--- src/rtl/led_chain_driver_if.sv ---
// Request and LED-chain signal bundle for led_chain_driver.
// The master side issues frames; the slave side drives the serial chain.
interface led_chain_driver_if #(
   parameter int N_BITS   = 16,
   parameter int PWM_BITS = 8
);
   logic                start;
   logic [N_BITS-1:0]   data;
   logic [PWM_BITS-1:0] brightness;
   logic                ready;
   logic                done;
   logic                sdi;
   logic                sclk;
   logic                latch;
   logic                n_output_enable;

   modport master (
      output start, data, brightness,
      input  ready, done, sdi, sclk, latch, n_output_enable
   );

   modport slave (
      input  start, data, brightness,
      output ready, done, sdi, sclk, latch, n_output_enable
   );
endinterface

--- src/rtl/led_chain_driver.sv ---
// Serialises a frame into an LED driver chain (sdi/sclk/latch) and dims the
// chain with a free-running PWM on n_output_enable.
module led_chain_driver #(
   parameter int N_BITS      = 16,
   parameter int HALF_PERIOD = 2,
   parameter int PWM_BITS    = 8
) (
   input  logic              CLOCK_5,
   input  logic              reset,
   led_chain_driver_if.slave bus
);
   localparam logic [1:0] IDLE  = 2'd0;
   localparam logic [1:0] SETUP = 2'd1;
   localparam logic [1:0] HIGH  = 2'd2;
   localparam logic [1:0] LATCH = 2'd3;

   localparam int IDX_W = (N_BITS > 1) ? $clog2(N_BITS) : 1;
   localparam int HP_W  = (HALF_PERIOD > 1) ? $clog2(HALF_PERIOD) : 1;
   localparam logic [IDX_W-1:0] IDX_TOP = IDX_W'(N_BITS - 1);
   localparam logic [HP_W-1:0]  HP_TOP  = HP_W'(HALF_PERIOD - 1);

   logic [1:0]          state_reg, state_next;
   logic [HP_W-1:0]     hp_cnt_reg, hp_cnt_next;
   logic [IDX_W-1:0]    bit_idx_reg, bit_idx_next;
   logic [N_BITS-1:0]   data_shadow_reg, data_shadow_next;
   logic [PWM_BITS-1:0] bright_shadow_reg, bright_shadow_next;
   logic [PWM_BITS-1:0] duty_reg, duty_next;
   logic [PWM_BITS-1:0] pwm_cnt_reg, pwm_cnt_next;
   logic                display_valid_reg, display_valid_next;
   logic                ready_reg, ready_next;
   logic                done_reg, done_next;
   logic                sdi_reg, sdi_next;
   logic                sclk_reg, sclk_next;
   logic                latch_reg, latch_next;
   logic                noe_reg, noe_next;
   logic                accept;
   logic                hp_expired;
   logic                latch_exit;

   always_comb begin
      hp_expired         = (hp_cnt_reg == '0);
      accept             = ready_reg && bus.start;
      latch_exit         = (state_reg == LATCH) && hp_expired;
      state_next         = state_reg;
      hp_cnt_next        = hp_expired ? HP_TOP : hp_cnt_reg - 1'b1;
      bit_idx_next       = bit_idx_reg;
      data_shadow_next   = data_shadow_reg;
      bright_shadow_next = bright_shadow_reg;

      case (state_reg)
         SETUP: if (hp_expired) state_next = HIGH;
         HIGH: begin
            if (hp_expired) begin
               if (bit_idx_reg != '0) begin
                  bit_idx_next = bit_idx_reg - 1'b1;
                  state_next   = SETUP;
               end else begin
                  state_next = LATCH;
               end
            end
         end
         LATCH:   if (hp_expired) state_next = IDLE;
         default: state_next = IDLE;
      endcase

      // ready is also high in the final LATCH cycle, so a new frame can start on the exit edge
      if (accept) begin
         state_next         = SETUP;
         hp_cnt_next        = HP_TOP;
         bit_idx_next       = IDX_TOP;
         data_shadow_next   = bus.data;
         bright_shadow_next = bus.brightness;
      end

      // Outputs are derived from the next state so they register in step with it
      latch_next = (state_next == LATCH);
      sclk_next  = (state_next == HIGH);
      sdi_next   = ((state_next == SETUP) || (state_next == HIGH)) ?
                   data_shadow_next[bit_idx_next] : 1'b0;
      done_next  = latch_next && (hp_cnt_next == '0);
      ready_next = (state_next == IDLE) || done_next;

      duty_next          = latch_exit ? bright_shadow_reg : duty_reg;
      display_valid_next = display_valid_reg || latch_exit;
      pwm_cnt_next       = pwm_cnt_reg + 1'b1;
      noe_next           = !(display_valid_next && (pwm_cnt_next < duty_next));
   end

   always_ff @(posedge CLOCK_5) begin
      if (reset) begin
         state_reg         <= IDLE;
         hp_cnt_reg        <= '0;
         bit_idx_reg       <= '0;
         data_shadow_reg   <= '0;
         bright_shadow_reg <= '0;
         duty_reg          <= '0;
         pwm_cnt_reg       <= '0;
         display_valid_reg <= 1'b0;
         ready_reg         <= 1'b1;
         done_reg          <= 1'b0;
         sdi_reg           <= 1'b0;
         sclk_reg          <= 1'b0;
         latch_reg         <= 1'b0;
         noe_reg           <= 1'b1;
      end else begin
         state_reg         <= state_next;
         hp_cnt_reg        <= hp_cnt_next;
         bit_idx_reg       <= bit_idx_next;
         data_shadow_reg   <= data_shadow_next;
         bright_shadow_reg <= bright_shadow_next;
         duty_reg          <= duty_next;
         pwm_cnt_reg       <= pwm_cnt_next;
         display_valid_reg <= display_valid_next;
         ready_reg         <= ready_next;
         done_reg          <= done_next;
         sdi_reg           <= sdi_next;
         sclk_reg          <= sclk_next;
         latch_reg         <= latch_next;
         noe_reg           <= noe_next;
      end
   end

   assign bus.ready           = ready_reg;
   assign bus.done            = done_reg;
   assign bus.sdi             = sdi_reg;
   assign bus.sclk            = sclk_reg;
   assign bus.latch           = latch_reg;
   assign bus.n_output_enable = noe_reg;
endmodule

--- src/flat_wrapper.sv ---
// flat-port wrapper written by rule: the top's interface ports become plain ports
module led_chain_driver_flat 
#(
   parameter int N_BITS      = 16,
   parameter int HALF_PERIOD = 2,
   parameter int PWM_BITS    = 8
)
  (CLOCK_5, reset, bus_start, bus_data, bus_brightness, bus_ready, bus_done, bus_sdi, bus_sclk, bus_latch, bus_n_output_enable);
  led_chain_driver_if #(.N_BITS(N_BITS), .PWM_BITS(PWM_BITS)) bus_i ();
  input  logic CLOCK_5;
  input  logic reset;
  input wire logic [$bits(bus_i.start)-1:0] bus_start;
  input wire logic [$bits(bus_i.data)-1:0] bus_data;
  input wire logic [$bits(bus_i.brightness)-1:0] bus_brightness;
  output wire logic [$bits(bus_i.ready)-1:0] bus_ready;
  output wire logic [$bits(bus_i.done)-1:0] bus_done;
  output wire logic [$bits(bus_i.sdi)-1:0] bus_sdi;
  output wire logic [$bits(bus_i.sclk)-1:0] bus_sclk;
  output wire logic [$bits(bus_i.latch)-1:0] bus_latch;
  output wire logic [$bits(bus_i.n_output_enable)-1:0] bus_n_output_enable;
  assign bus_i.start = bus_start;
  assign bus_i.data = bus_data;
  assign bus_i.brightness = bus_brightness;
  assign bus_ready = bus_i.ready;
  assign bus_done = bus_i.done;
  assign bus_sdi = bus_i.sdi;
  assign bus_sclk = bus_i.sclk;
  assign bus_latch = bus_i.latch;
  assign bus_n_output_enable = bus_i.n_output_enable;
  led_chain_driver #(.N_BITS(N_BITS), .HALF_PERIOD(HALF_PERIOD), .PWM_BITS(PWM_BITS)) u_core (.CLOCK_5(CLOCK_5), .reset(reset), .bus(bus_i));
endmodule
--- config.mk ---
export PLATFORM = sky130hd
export DESIGN_NAME = led_chain_driver_flat
export DESIGN_NICKNAME = d
export VERILOG_FILES = /design/src/rtl/led_chain_driver_if.sv /design/src/rtl/led_chain_driver.sv /design/src/flat_wrapper.sv
export SDC_FILE = /design/constraint.sdc
export NUM_CORES = 1
export LEC_CHECK = 0
export CORE_UTILIZATION = 49
export CTS_CLUSTER_DIAMETER = 30
export DETAILED_ROUTE_END_ITERATION = 12
export HOLD_SLACK_MARGIN = 0.06
export PLACE_DENSITY = 0.75
export SLEW_MARGIN = 30
export SYNTH_ARGS = -nofsm -noshare
export SYNTH_HDL_FRONTEND = slang
export SYNTH_SLANG_ARGS = --single-unit
--- constraint.sdc ---
create_clock -name CLOCK_5 -period 2.2 [get_ports CLOCK_5]
set_input_delay 0.22 -clock CLOCK_5 [delete_from_list [all_inputs] [get_ports CLOCK_5]]
set_output_delay 0.22 -clock CLOCK_5 [all_outputs]
set_load 0.05 [all_outputs]
==> summary.txt <==
Synthesis
  • Syn. warnings: 0
  • Top post-synthesis cells by area: dfxtp_1, nand2_1, a21oi_1
  • Mapped Avg Cell Area: 8.39 µm²
  • Cell Area, Synth: 2550 µm²
  • Register bit total from synthesis: 54
  • Cells after Synth: 304
  • Post-Syn Nets: 343
  • Number of synthesized flops with an enable pin: 0
  • Most frequent cell after synthesis: nand2_1
  • Post-synth top flop: dfxtp_1
  • Synth cell count leaders: nand2_1, dfxtp_1, a21oi_1, nor2_1, clkbuf_1
  • Asr flop ratio synth: 0
  • Post-synth top area cell: dfxtp_1
  • Yosys top cell area share: 0.424
  • Seq/Total Area, Yosys: 0.424
  • Synth cell types: 47

Routing
  • Antenna violation net count after detailed routing: 0
  • Final WL: 5.45 mm
  • Vias per cell: 5.39
  • DRT Pass-1 Iters: 4
  • Drt wl/cell: 13.1 µm
  • DR iter-0 viols: 142
  • Residual DRC count: 0
  • Via count: 2236

Clocking
  • CTS sink cnt: 54
  • Clock Latency Late Sink: 310 ps
  • Hold Buf Count CTS: 0
  • Root Buffer: clkbuf_8
  • CTS buffer count: 5
  • H-tree levels: 2
  • Clk slew on worst S/H paths: 100 ps
  • Bufs on Longest Clock Path: 2
  • CTS tree: built

Hold path
  • HP Class: in2reg

Final layout
  • Layout filler cell count: 417
  • Share of cells above drive strength 1: 0.144
  • P&R area growth vs syn: 26.2%
  • Nets: 386
  • Max reg flops: 16
  • # diodes: 0
  • Final core utilization: 0.660
  • Non-Filler Instances: 415

Power and ir drop
  • Leak: 0.00130 µW
  • Peak VDD IR: 0.365 mV
  • Pwr/cell area: 655 nW/µm²

Setup path
  • Max incr delay on CP: 390 ps
  • CP arrival: 2350 ps
  • CP Cell Sequence: inv_2, ha_4, or3b_4, nand2_1, a21oi_1, o311ai_1, a21oi_1, o32ai_1
  • Max Fanout on Critical Path: 10
  • Crit path max-delay family: compound AO/OA/AOI/OAI gates
  • Buf+Inv Stages, Crit Path: 1
  • Crit path kind: reg2reg
  • CP required: 2420 ps
  • CP max-delay cell: or3b_4
  • Top cell by count, worst path: a21oi_1
  • Critical path endpoint category: flip-flop
  • Startpoint types: flip-flop

Timing
  • Fin crit share: 0.967
  • Final TNS setup: 0 ps
  • Setup Skew: 3.50 ps
  • Max Clk Rate: 470 MHz
  • Min Clock Period, post-route: 2130 ps
  • Final Hold Fails: 0
  • Slew Viols, Final: 0
  • Final worst slack: 73.2 ps
  • Max_slew headroom: 0.669
  • Worst-Margin Slew: 495 ps
  • Final setup viols: 0

Die
  • Initial Util: 0.523
  • Cell Rows: 25
  • Die X: 74.2 µm
  • I/O pin count: 33
  • Die ar.: 5500 µm²
  • Die Y: 74.2 µm
  • Core Box Area: 4880 µm²

GRT
  • Largest net degree at the start of global routing: 40
  • Gr ovfl total: 0
  • Initial antenna violation count: 0
  • Vias in the first global route: 2064
  • GRT Util Overall: 0.218
  • First-pass GRT wire length: 9.29 mm

Place
  • Placer Congestion: 0.880
  • Setup WS pre-CTS: 4.01 ps
  • Placed Cells: 403
  • Post-detail-place hpwl: 3.90 mm
  • # port buffers: 32

Flow run
  • Max-cap violations: 0

Run status
  • Status: complete, no violations
## through the flow
step           power, µW  area [µm²]  hold WS (ps)
6_report            2110        3220           442
3_5_place_dp        1500        3030           450
2_1_floorplan       1340        2550           356
3_3_place_gp        1490        3030           445
4_1_cts             2090        3140           440
5_1_grt             2210        3220           446
## report_power, final
part / switching [µW] / total (µW) / internal, µW
combinational: 228 / 444 / 216
sequential: 40.9 / 1070 / 1030
clock: 336 / 596 / 260
## worst paths after layout
check,cells after the start,startpoint,slack [ps],to
worst max-delay path,8,u_core.bit_idx_reg[1]$_SDFF_PP0_,70,u_core.bus.sdi$_SDFF_PP0_
worst min-delay path,3,bus_brightness[0],440,u_core.bright_shadow_reg[0]$_SDFFE_PP0P_
worst max register to register,8,u_core.bit_idx_reg[1]$_SDFF_PP0_,70,u_core.bus.sdi$_SDFF_PP0_
worst min register to register,1,u_core.pwm_cnt_reg[0]$_SDFF_PP0_,460,u_core.pwm_cnt_reg[0]$_SDFF_PP0_
## metal layers
metal,vias up,track usage,wire length [µm]
met1,1029,0.297,2600
met5,-,0,0
met3,8,0.0407,233
met2,57,0.347,2540
li1,1142,-,-
met4,0,0.0748,76
## final cells by class
class                           instances  area (µm²)  share of cell area
Clock buffer                            6        82.6              0.0257
Clock inverter                          2        16.3             0.00505
Inverter                                7        27.5             0.00855
Multi-Input combinational cell        225        1410               0.439
Sequential cell                        54        1090               0.337
Tap cell                               67        83.8              0.0260
Timing Repair Buffer                   54         510               0.159
## kinds of logic (layout without fill, tap and decap cells)
kind of cell | after synthesis | after routing | share of synthesized area
AO/OA/AOI/OAI | 64 | 64 | 0.158
XOR/XNOR | 6 | 6 | 0.0206
adder cells (fa/ha/maj) | 12 | 12 | 0.0589
buffers and inverters | 25 | 69 | 0.0432
flip-flops | 54 | 54 | 0.424
multiplexers | 14 | 14 | 0.0559
AND/OR/NAND/NOR | 129 | 129 | 0.239
## placed cells by master, fill, tap and decap left out, types with 2 or more instances in the layout
| cell type | n |
|---|---|
| nand2_1 | 59 |
| ha_4 | 2 |
| a31oi_1 | 2 |
| o311ai_1 | 2 |
| nor3_1 | 2 |
| a211oi_1 | 3 |
| nor2_1 | 22 |
| dfxtp_1 | 50 |
| nor3b_1 | 2 |
| nand2b_1 | 3 |
| nor4_1 | 4 |
| or3b_4 | 2 |
| or3_1 | 2 |
| a21oi_1 | 35 |
| a311oi_1 | 3 |
| nor2b_1 | 11 |
| dfxtp_2 | 4 |
| clkdlybuf4s50_1 | 32 |
| buf_12 | 2 |
| o21ai_0 | 5 |
| a21o_1 | 2 |
| mux2_2 | 2 |
| buf_4 | 20 |
| clkbuf_8 | 6 |
| and2_1 | 2 |
| inv_1 | 5 |
| xnor2_1 | 3 |
| ha_1 | 10 |
| mux2i_1 | 12 |
| nand3_1 | 9 |
| xor2_1 | 3 |
| o22ai_1 | 2 |
## what timing repair did
item                                   4_1_cts  5_1_grt
setup buffers                                0        4
endpoints found under the hold margin        0        0
setup endpoints to repair                    1        2
gates resized for setup                      2       13
pin swaps                                    1        6
cloned                                       0        0
## worst min-delay path: stages
cell	delay, ps
clkdlybuf4s50_1	390
nand2_1	50
a21oi_1	50
Power figures use the tool's default switching activity.
